<file path="config.mk">
export PLATFORM = sky130hd
export DESIGN_NAME = mem_arbiter
export DESIGN_NICKNAME = d
export VERILOG_FILES = /design/src/rtl/mem_arbiter.sv
export SDC_FILE = /design/constraint.sdc
export NUM_CORES = 1
export LEC_CHECK = 0
export CAP_MARGIN = 20
export CORE_AREA = 5 5 283 285
export CTS_CLUSTER_DIAMETER = 100
export CTS_CLUSTER_SIZE = 30
export DETAILED_ROUTE_END_ITERATION = 7
export DIE_AREA = 0 0 288 290
export MAX_ROUTING_LAYER = met4
export PLACE_DENSITY = 0.32
export SETUP_SLACK_MARGIN = 0.15
export SYNTH_ARGS = -nofsm -noshare
export SYNTH_HDL_FRONTEND = slang
export SYNTH_SLANG_ARGS = --single-unit
export TNS_END_PERCENT = 5
</file>
<file path="constraint.sdc">
create_clock -name CLK -period 1.6 [get_ports CLK]
set_input_delay 0.32 -clock CLK [delete_from_list [all_inputs] [get_ports CLK]]
set_output_delay 0.32 -clock CLK [all_outputs]
set_load 0.01 [all_outputs]
</file>
<file path="src/rtl/mem_arbiter.sv">
// Round-robin arbiter sharing one main-memory port between an instruction
// cache (read-only) and a data cache (read/write-back).
module mem_arbiter #(
  parameter int unsigned ADDR_W  = 28,
  parameter int unsigned BLOCK_W = 128
) (
  input  logic               CLK,
  input  logic               RESET,
  input  logic               I_MEM_READ,
  input  logic [ADDR_W-1:0]  I_MEM_ADDRESS,
  output logic [BLOCK_W-1:0] I_MEM_READDATA,
  output logic               I_MEM_BUSYWAIT,
  input  logic               D_MEM_READ,
  input  logic               D_MEM_WRITE,
  input  logic [ADDR_W-1:0]  D_MEM_ADDRESS,
  input  logic [BLOCK_W-1:0] D_MEM_WRITEDATA,
  output logic [BLOCK_W-1:0] D_MEM_READDATA,
  output logic               D_MEM_BUSYWAIT,
  output logic               MEM_READ,
  output logic               MEM_WRITE,
  output logic [ADDR_W-1:0]  MEM_ADDRESS,
  output logic [BLOCK_W-1:0] MEM_WRITEDATA,
  input  logic [BLOCK_W-1:0] MEM_READDATA,
  input  logic               MEM_BUSYWAIT
);

  localparam logic [1:0] IDLE    = 2'd0;
  localparam logic [1:0] SERVE_I = 2'd1;
  localparam logic [1:0] SERVE_D = 2'd2;
  localparam logic [1:0] RELEASE = 2'd3;

  localparam logic GRANT_I = 1'b0;
  localparam logic GRANT_D = 1'b1;

  logic [1:0]         state;
  logic [1:0]         state_next;
  logic               last_grant;
  logic               last_grant_next;
  logic               seen_busy;
  logic               seen_busy_next;
  logic [ADDR_W-1:0]  addr_q;
  logic [BLOCK_W-1:0] wdata_q;

  logic               i_req;
  logic               d_req;
  logic               serving;
  logic               done;
  logic               mem_read_c;
  logic               mem_write_c;
  logic [ADDR_W-1:0]  mem_addr_c;
  logic [BLOCK_W-1:0] mem_wdata_c;

  assign i_req   = I_MEM_READ;
  assign d_req   = D_MEM_READ | D_MEM_WRITE;
  assign serving = (state == SERVE_I) || (state == SERVE_D);
  // Completion only counts once memory has acknowledged with busy at least once.
  assign done    = serving & seen_busy & ~MEM_BUSYWAIT;

  // State, arbitration history and the held memory-side address/data.
  always_ff @(posedge CLK) begin
    if (RESET) begin
      state      <= IDLE;
      last_grant <= GRANT_I;
      seen_busy  <= 1'b0;
      addr_q     <= '0;
      wdata_q    <= '0;
    end else begin
      state      <= state_next;
      last_grant <= last_grant_next;
      seen_busy  <= seen_busy_next;
      addr_q     <= mem_addr_c;
      wdata_q    <= mem_wdata_c;
    end
  end

  // Next-state logic with round-robin tie break.
  always_comb begin
    state_next      = state;
    last_grant_next = last_grant;
    seen_busy_next  = seen_busy;
    case (state)
      IDLE: begin
        if (i_req && (!d_req || (last_grant == GRANT_D))) begin
          state_next      = SERVE_I;
          last_grant_next = GRANT_I;
          seen_busy_next  = 1'b0;
        end else if (d_req) begin
          state_next      = SERVE_D;
          last_grant_next = GRANT_D;
          seen_busy_next  = 1'b0;
        end
      end
      SERVE_I: begin
        if (MEM_BUSYWAIT) seen_busy_next = 1'b1;
        if (!i_req || done) state_next = RELEASE;
      end
      SERVE_D: begin
        if (MEM_BUSYWAIT) seen_busy_next = 1'b1;
        if (!d_req || done) state_next = RELEASE;
      end
      RELEASE: state_next = IDLE;
      default: state_next = IDLE;
    endcase
  end

  // Memory-side request mux; address and data hold outside a grant.
  always_comb begin
    mem_read_c  = 1'b0;
    mem_write_c = 1'b0;
    mem_addr_c  = addr_q;
    mem_wdata_c = wdata_q;
    case (state)
      SERVE_I: begin
        mem_read_c = 1'b1;
        mem_addr_c = I_MEM_ADDRESS;
      end
      SERVE_D: begin
        mem_read_c  = D_MEM_READ & ~D_MEM_WRITE;
        mem_write_c = D_MEM_WRITE;
        mem_addr_c  = D_MEM_ADDRESS;
        mem_wdata_c = D_MEM_WRITEDATA;
      end
      default: begin
        mem_read_c  = 1'b0;
        mem_write_c = 1'b0;
      end
    endcase
  end

  assign MEM_READ      = ~RESET & mem_read_c;
  assign MEM_WRITE     = ~RESET & mem_write_c;
  assign MEM_ADDRESS   = RESET ? '0 : mem_addr_c;
  assign MEM_WRITEDATA = RESET ? '0 : mem_wdata_c;

  // Stall any requester until its own grant completes.
  assign I_MEM_BUSYWAIT = ~RESET & i_req & ~((state == SERVE_I) & done);
  assign D_MEM_BUSYWAIT = ~RESET & d_req & ~((state == SERVE_D) & done);

  assign I_MEM_READDATA = MEM_READDATA;
  assign D_MEM_READDATA = MEM_READDATA;

endmodule
</file>
# [Word-level counts from Yosys, hierarchy flattened]
# Cells that the tools add are included.
[totals] register_bits=160 input_bits=318 output_inout_bits=416 wordCells=60
[op_classes] eq_ne=7 muxes=17 n_bitwise=17 n_reduce_logical=14
[op_table] cell="$mux 128" count=2
[op_table] cell="$pmux 28 s2" count=1
[op_table] cell="$mux 28" count=1
[op_table] cell="$and 1x1->1" count=11
[op_table] cell="$mux 2" count=4
[op_table] cell="$pmux 2 s4" count=1
[op_table] cell="$mux 1" count=6
[op_table] cell="$ne 2x1->1 const B" count=3
[op_table] cell="$reduce_and 3->1" count=2
[op_table] cell="$not 1->1" count=5
[op_table] cell="$eq 2x2->1 const B" count=2
[op_table] cell="$logic_or 1x1->1" count=4
[op_table] cell="$pmux 1 s2" count=2
[op_table] cell="$reduce_bool 2->1" count=2
[op_table] cell="$ne 3x3->1 const B" count=1
[op_table] cell="$eq 2x1->1 const B" count=1
[op_table] cell="$logic_not 1->1" count=2
[op_table] cell="$logic_not 2->1" count=1
[op_table] cell="$reduce_and 2->1" count=1
[op_table] cell="$reduce_or 2->1" count=1
[op_table] cell="$logic_and 1x1->1" count=1
[op_table] cell="$or 1x1->1" count=1

# [Logic depth before layout (Yosys ltp)]
# Gate-level depths: netlist of the first run.
[logic_depth] ltp_word=7 mapped_depth=7 ltp_nobuf=6

# [Worst setup path before layout of the first run]
# OpenSTA, ideal clock, no wires.
[synth_timing] kind="register to output" startpoint="register state[0]" endpoint="output MEM_ADDRESS[10]" arrival_ns=1.582 required_ns=1.280 slack_ns=-0.302 path_stages_with_launch=7 path_buffers=2 path_cell_list="dfxtp_1 -> inv_1 -> ha_1 -> clkbuf_1 -> clkbuf_1 -> nor2_1 -> a211oi_1"
[synth_between] elab_chain_len=3 word_cells_on_any_way=4 classes_between="eq/ne (2); mux (2)"
[synth_rtl] item="start: declaration" line="35" rtl="logic [1:0] state;"
[synth_rtl] item="start signal: assignment" line="68" rtl="state <= state_next;"
[synth_rtl] item="$eq 2x2->1 / $eq 2x1->1 (equally long branches)" line="112" rtl="case (state)"
[synth_rtl] item="$pmux 28 s2 *" line="112"
[synth_rtl] item="$mux 28 *"
[synth_rtl] item="end: declaration" line="21" rtl="output logic [ADDR_W-1:0] MEM_ADDRESS,"
# Mark *: on every way between the ends. The rest lies on a longest branch, timed or not.

# [Worst setup path after layout of the first run]
[layout_timing] startpoint="register state[0]" endpoint="output MEM_WRITEDATA[76]"
[layout_between] elab_chain_len=3
[layout_rtl] item="$eq 2x2->1" line="112"
[layout_rtl] item="$mux 128" line="112"
[layout_rtl] item="$mux 128"
[layout_rtl] item="end: declaration" line="22" rtl="output logic [BLOCK_W-1:0] MEM_WRITEDATA,"
# Every way passes these cells.

==> results of run 1 <==
[cells in the final DEF (no fill, tap or decap), types with 5 or more instances in the layout]
master / Yosys / routed
a211oi_4: 0 / 14
buf_8: 0 / 5
inv_8: 0 / 5
nand2_1: 6 / 6
buf_6: 0 / 18
inv_6: 0 / 5
buf_4: 256 / 58
buf_16: 0 / 11
clkdlybuf4s50_1: 0 / 188
diode_2: 0 / 11
buf_12: 0 / 23
mux2i_1: 128 / 124
clkbuf_16: 0 / 19
dfxtp_1: 160 / 158
buf_2: 16 / 125
a211oi_2: 0 / 15
a22oi_2: 0 / 19
nor2_1: 160 / 143
clkbuf_2: 0 / 11
a22oi_1: 29 / 10
nor2_2: 0 / 13
[area by class of cell]
class / instances / area share
Inverter: 5 / 0.00193
Antenna cell: 11 / 0.00224
Timing Repair Buffer: 447 / 0.341
Clock inverter: 13 / 0.0109
Multi-Input combinational cell: 372 / 0.241
Sequential cell: 160 / 0.261
Tap cell: 1040 / 0.106
Clock buffer: 19 / 0.0368
[worst max-delay path by stage]
stage | from | end
5_1_grt | state[0]$_SDFFE_PP0P_ | MEM_WRITEDATA[76]
6_report | state[0]$_SDFFE_PP0P_ | MEM_WRITEDATA[76]
4_1_cts | state[0]$_SDFFE_PP0P_ | MEM_WRITEDATA[125]
2_1_floorplan | state[0]$_SDFFE_PP0P_ | MEM_WRITEDATA[102]
3_3_place_gp | state[0]$_SDFFE_PP0P_ | MEM_ADDRESS[19]
3_5_place_dp | state[1]$_SDFFE_PP0P_ | MEM_ADDRESS[1]
[sequential cells by signal, indices dropped and copies added, names as in the netlist]
signal,cells
seen_busy,1
addr_q,28
state,2
wdata_q,128
last_grant,1
[per-layer routing]
layer / vias up / wire, um
met5: - / 0
met4: 0 / 1660
met3: 132 / 5530
met2: 407 / 14300
met1: 2645 / 11900
li1: 2857 / -
[power by group through the flow]
stage          Clock [W]  Sequential [W]  Combinational [W]
2_1_floorplan          0         0.00520            0.00548
3_3_place_gp           0         0.00525            0.00880
3_5_place_dp           0         0.00525            0.00881
4_1_cts          0.00475         0.00517            0.00948
5_1_grt          0.00487         0.00526             0.0106
6_report         0.00440         0.00517            0.00974
[kinds of logic after synthesis]
kind of cell,count (synthesis)
AO/OA/AOI/OAI,69
multiplexers,128
AND/OR/NAND/NOR,172
flip-flops,160
buffers and inverters,307
adder cells (fa/ha/maj),3
[through the flow]
| stage | setup TNS [ns] | instance area (sq um) | hold WS (ns) | utilization |
|---|---|---|---|---|
| global route | -135.80 | 12300 | 0.150 | 0.160 |
| floorplan | -5.12 | 8250 | 0.435 | - |
| global placement | -96.92 | 11500 | 0.450 | 0.150 |
| CTS | -128.99 | 12100 | 0.125 | 0.156 |
| finish | -110.15 | 12300 | 0.174 | 0.160 |
| detailed placement | -98.66 | 11500 | 0.455 | 0.150 |
[repair_timing]
item | in CTS | in global routing
setup buffers | 14 | 9
pin swaps | 27 | 34
gates resized for setup | 616 | 104
setup endpoints to repair | 295 | 317
cloned | 9 | 2
==> impl_results.md, run 1 <==
- Most used routing layer: met2
- Hold Crit Start: RESET
- Vias in the first global route: 6626
- Maxcap violations: 0
- Clock Sinks: 160
- Met1 Resource Use GR: 0.0761
- Area of the multi-input gates: approximately 3000 sq um
- Grt ovf: 0
- Simple-gate share of the synthesized area: 0.0858
- Synth async-reset ratio: 0
- Antenna violations before repair: 11
- Reg2reg setup slack: -0.22 ns
- # setup viols final: 163
- DRC: 0
- GRT Total Usage: 0.0794
- WL/cell: ~16 um
- Power per Cell Area: between 1500 and 2000 nW/um^2
- DRT Pass-1 Iters: 4
- Sequential fraction of the synthesis area: 0.409
- TritonCTS clock tree: built
- Num CTS Buffers: 17
- Multiplexer area fraction after synthesis: 0.164
- Hold EP: wdata_q[63]$_DFF_P_
- Cell count after synthesis: 839
- Final Hold Vio Count: 0
- Seq pwr share: 0.268
- Clk pwr share: 0.228
- Share of cells above drive strength 1: 0.365
- Max stage delay on crit path: 0.36 ns
- List of most frequent post-synthesis cells: 256 x buf_4, 160 x dfxtp_1, 160 x nor2_1
- Sequential Area: about 3200 sq um
- NetSw: just over 0.007 W
- Die area: 83500 sq um
- Port buffer count: 349
- Logic pwr share: 0.504
- Crit. End Element: output pin
- Antenna Nets Post-Route: 0
- Unrepaired setup endpoints after global routing: yes
- Final WL: 33400 um
- Vias per std cell: slightly below 3
- Die Y: a little under 300 um
- Largest net degree at the start of global routing: 28
- Post-Synth Adder-Cell Area: 0.00479
- Count leader, synth: buf_4
- Routability congestion estimate: about 0.72
- Yosys cell types: 23
- Ys flop type: dfxtp_1
- Switching share of power: 0.366
- Syn-to-layout area delta: 57.1%
- CP Data Required Time: 1.28 ns
- Via count of the routed design: 6041
- # rows: 102
- Top Ports: about 730
- Setup CP Type: register to output pin
- Pleak: 4.75 nW
- Failing checks: setup timing
- Finished Layout Cells: 2067
- CP top delay family: buffers and inverters
- VDD IR-drop max: slightly above 0.0006 V
- First-pass GRT wire length: around 47000 um
- Place WS: -0.720 ns
- Measured slew at the worst slew-check pin: 0.310 ns
- Slowest CP cell: dfxtp_2
- Top cells by area, synth: dfxtp_1 41%, buf_4 25%, mux2i_1 16%
- H-tree depth: 4
- R2R cell count: 8
- Cell Int Power: between 0.01 and 0.015 W
- Run status: finished with violations
- Slew HR: 0.793
- Routing usage on met2: 0.114
- Cell Area, Synth: between 7000 and 8000 sq um
- Post-synth EDFFs: 0
- Largest family of logic cells by synthesized area: buffers and inverters
- Avg Cell Area, Syn: 9.34 sq um
- Reg2reg end: state[0]$_SDFFE_PP0P_
- Die W: 288 um
- Starting Density: 0.102
- Mapped Nets: around 1200
- Area share of the largest cell type after synthesis: 0.409
- Iter 0 DRT Violations: 184
- Seq cells post-synth: 160
- Worst path bufs/invs: 6
- Hold Crit Depth: 2
- Worst-path clk slew: 0.08 ns
- Slew Limit Fails: 0
- Placed insts: between 1500 and 2000
- Synth area leader: dfxtp_1
- Crit path DAT: approximately 2.1 ns
- GR Util met3: 0.0617
- Post-CTS Hold Buffers: 0
- Setup WS post-layout: -0.814 ns
- Final Total Pwr: 0.0193 W
- Clock Skew: 0.0149 ns
- Startpoint Class: register
- Final period util: 1.51
- Core area: roughly 77000 sq um
- Worst Hold Class: input pin to register
- Skew-Pair Late Insertion Delay: 0.48 ns
- Reg-to-Reg Start: state[1]$_SDFFE_PP0P_
- CP Depth: 9
- Final HPWL DP: 24500 um
- Peak fanout along the critical path: 8
- Root Buffer: clkbuf_16
- YS warnings: 0
- Post-synthesis compound-gate area fraction: 0.0645
- Post-Synth XOR/XNOR Area: 0
- Filler cells: approximately 8700
- CTS max path bufs: 2
- Worst-path cell chain: inv_4 > ha_4 > buf_12 > buf_16 > buf_12 > buf_16 > mux2i_1 > nor2_1 > buf_2
- Crit path time final: 2.41 ns
- Fmax: 414 MHz
- # nets final: about 1300
(Power assumes the default switching activity.)
==> run 2, diff against run 1 <==
--- a/config.mk
+++ b/config.mk
@@ -11,6 +11,7 @@
 export CTS_CLUSTER_SIZE = 30
 export DETAILED_ROUTE_END_ITERATION = 7
 export DIE_AREA = 0 0 288 290
+export GPL_TIMING_DRIVEN = 0
 export MAX_ROUTING_LAYER = met4
 export PLACE_DENSITY = 0.32
 export SETUP_SLACK_MARGIN = 0.15
==> impl_results.md, run 2 (synthesis results as in run 1) <==
- Run status: finished with violations
- Failing checks: setup timing
- Final WL: between 40000 and 50000 um
- Top Ports: 734
- Final Util: 0.214
- # nets final: approximately 1800
- Core area: roughly 77000 sq um
- Vias per std cell: a little over 3
- Share of cells above drive strength 1: 0.391
- Reg2reg setup slack: -0.03 ns
- Worst Hold Class: input pin to register
- Commonest cells after routing, fill and taps aside: 444 x clkdlybuf4s50_1, 291 x buf_4, 158 x dfxtp_1
- Peak fanout along the critical path: 5
- Post-CTS Hold Buffers: 0
- Switching share of power: 0.375
- TritonCTS clock tree: built
- Placed Area: 15600 sq um
- Crit path time final: 2.43 ns
- Startpoint Class: register
- Via count of the routed design: 7743
- Skew-Pair Late Insertion Delay: 0.48 ns
- # setup viols final: 161
- Antenna violations before repair: 10
- Max FFs per register: 128
- CP Data Required Time: 1.28 ns
- Max stage delay on crit path: 0.36 ns
- Iter 0 DRT Violations: 138
- VDD IR-drop max: 0.000636 V
- R2R cell count: 7
- Maxcap violations: 0
- Die Y: 290 um
- Syn-to-layout area delta: 111%
- Die W: 288 um
- Unrepaired setup endpoints after global routing: yes
- Fin Setup TNS: -110.37 ns
- Crit path DAT: 2.11 ns
- Worst-path cell chain: inv_4 > ha_4 > clkbuf_16 > buf_16 > buf_12 > buf_12 > mux2i_1 > nor2_2 > buf_2
- Hold Crit Start: D_MEM_WRITEDATA[35]
- Top Registers: wdata_q: 128 flops, addr_q: 28 flops, state: 2 flops
- GRT Total Usage: 0.101
- Pleak: 6.75 nW
- Final HPWL DP: 36000 um
- Die area: roughly 84000 sq um
- Grt ovf: 0
- WL/cell: approximately 17 um
- Power per Cell Area: 1240 nW/um^2
- Most flop-heavy register: wdata_q
- Placed insts: 2483
- Final Hold Vio Count: 0
- Clk pwr share: 0.213
- Slew Limit Fails: 0
- Final period util: 1.52
- DRT Pass-1 Iters: 4
- Routability congestion estimate: 0.745
- Final instance area: 16500 sq um
- Cell Int Power: 0.0128 W
- Hold WS: 0.461 ns
- Root Buffer: clkbuf_16
- Reg-to-Reg Start: state[1]$_SDFFE_PP0P_
- Slew HR: 0.401
- Vias in the first global route: 8148
- Setup CP Type: register to output pin
- Largest net degree at the start of global routing: 19
- Slowest CP cell: dfxtp_2
- Measured slew at the worst slew-check pin: 0.899 ns
- Hold EP: wdata_q[35]$_DFF_P_
- Logic pwr share: 0.534
- H-tree depth: 4
- Num CTS Buffers: 17
- Clock Skew: 0.0142 ns
- Starting Density: 0.102
- First-pass GRT wire length: 59600 um
- Most common cell after layout, fill and taps aside: clkdlybuf4s50_1
- Hold Crit Depth: 3
- Fmax: 412 MHz
- Antenna Nets Post-Route: 0
- DRC: 0
- Setup WS post-layout: -0.826 ns
- Crit. End Element: output pin
- Seq pwr share: 0.253
- Port buffer count: ~600
- Clock Sinks: 160
- Finished Layout Cells: 2553
- Most Frequent Cell on Critical Path: buf_12
- Worst-path clk slew: around 0.09 ns
- Reg2reg end: state[0]$_SDFFE_PP0P_
- CTS max path bufs: 2
- NetSw: around 0.0077 W
- # rows: 102
-- run 2: cell types whose count changed in the layout (fill, tap and decap cells not counted), moves of 7 or more --
cell | previous run | this run
buf_16 | 11 | 2
clkbuf_16 | 19 | 27
buf_6 | 18 | 25
buf_2 | 125 | 92
buf_4 | 58 | 291
clkdlybuf4s50_1 | 188 | 444
clkbuf_2 | 11 | 22
dlygate4sd2_1 | 1 | 8
clkbuf_1 | 0 | 11
-- run 2: worst max-delay path: cells and delay by family, from the launching register on --
| kind | cells | cell delay (ns) |
|---|---|---|
| muxes | 1 | 0.12 |
| DFF | 1 | 0.36 |
| buffers and inverters | 6 | 0.80 |
| and+or+nand+nor | 1 | 0.17 |
| adders and majority gates | 1 | 0.16 |
-- run 2: power groups by stage --
stage	Clock [W]	Combinational (W)	Sequential, W
after floorplan	0	0.00548	0.00520
after global placement	0	0.00995	0.00524
after detailed placement	0	0.00996	0.00525
after CTS	0.00470	0.0105	0.00516
after global routing	0.00482	0.0118	0.00527
final	0.00435	0.0109	0.00517
-- run 2: per-layer routing --
layer  track usage  part of all wire
met1        0.0902              0.33
met2         0.176              0.51
met3        0.0642              0.14
met4        0.0289             0.014
met5             -                 0
-- run 2: final cells by class --
class                      count  area [sq um]
tap                         1040          1300
buffer                       302          2540
clock inverter                15           163
clock buffer                  17           425
fill                        8562         60600
inverter                       5          23.8
antenna                       13          32.5
timing repair buffer         629          5810
sequential                   160          3210
multi-input combinational    372          2990
-- run 2: how the worst max path moves through the flow --
stage / startpoint / to / slack (ns) / cells after the start
floorplan: state[0]$_SDFFE_PP0P_ / MEM_WRITEDATA[102] / -0.05 / 7
global placement: RESET / MEM_WRITEDATA[21] / -1.72 / 5
detailed placement: RESET / MEM_WRITEDATA[21] / -1.73 / 5
CTS: state[0]$_SDFFE_PP0P_ / MEM_WRITEDATA[92] / -1.03 / 8
global route: state[0]$_SDFFE_PP0P_ / MEM_WRITEDATA[70] / -1.01 / 9
finish: state[0]$_SDFFE_PP0P_ / MEM_WRITEDATA[76] / -0.83 / 9
-- run 2: timing repair --
action	4_1_cts	5_1_grt
setup buffers	4	14
resized for setup	646	135
pin swaps	18	19
cloned	2	5
endpoints found under the setup margin	319	312
-- run 2: stage by stage --
stage               power (W)  worst slack (ns)
global route           0.0219             -1.01
detailed placement     0.0152             -1.73
global placement       0.0152             -1.72
floorplan              0.0107           -0.0467
finish                 0.0204            -0.826
CTS                    0.0203             -1.03
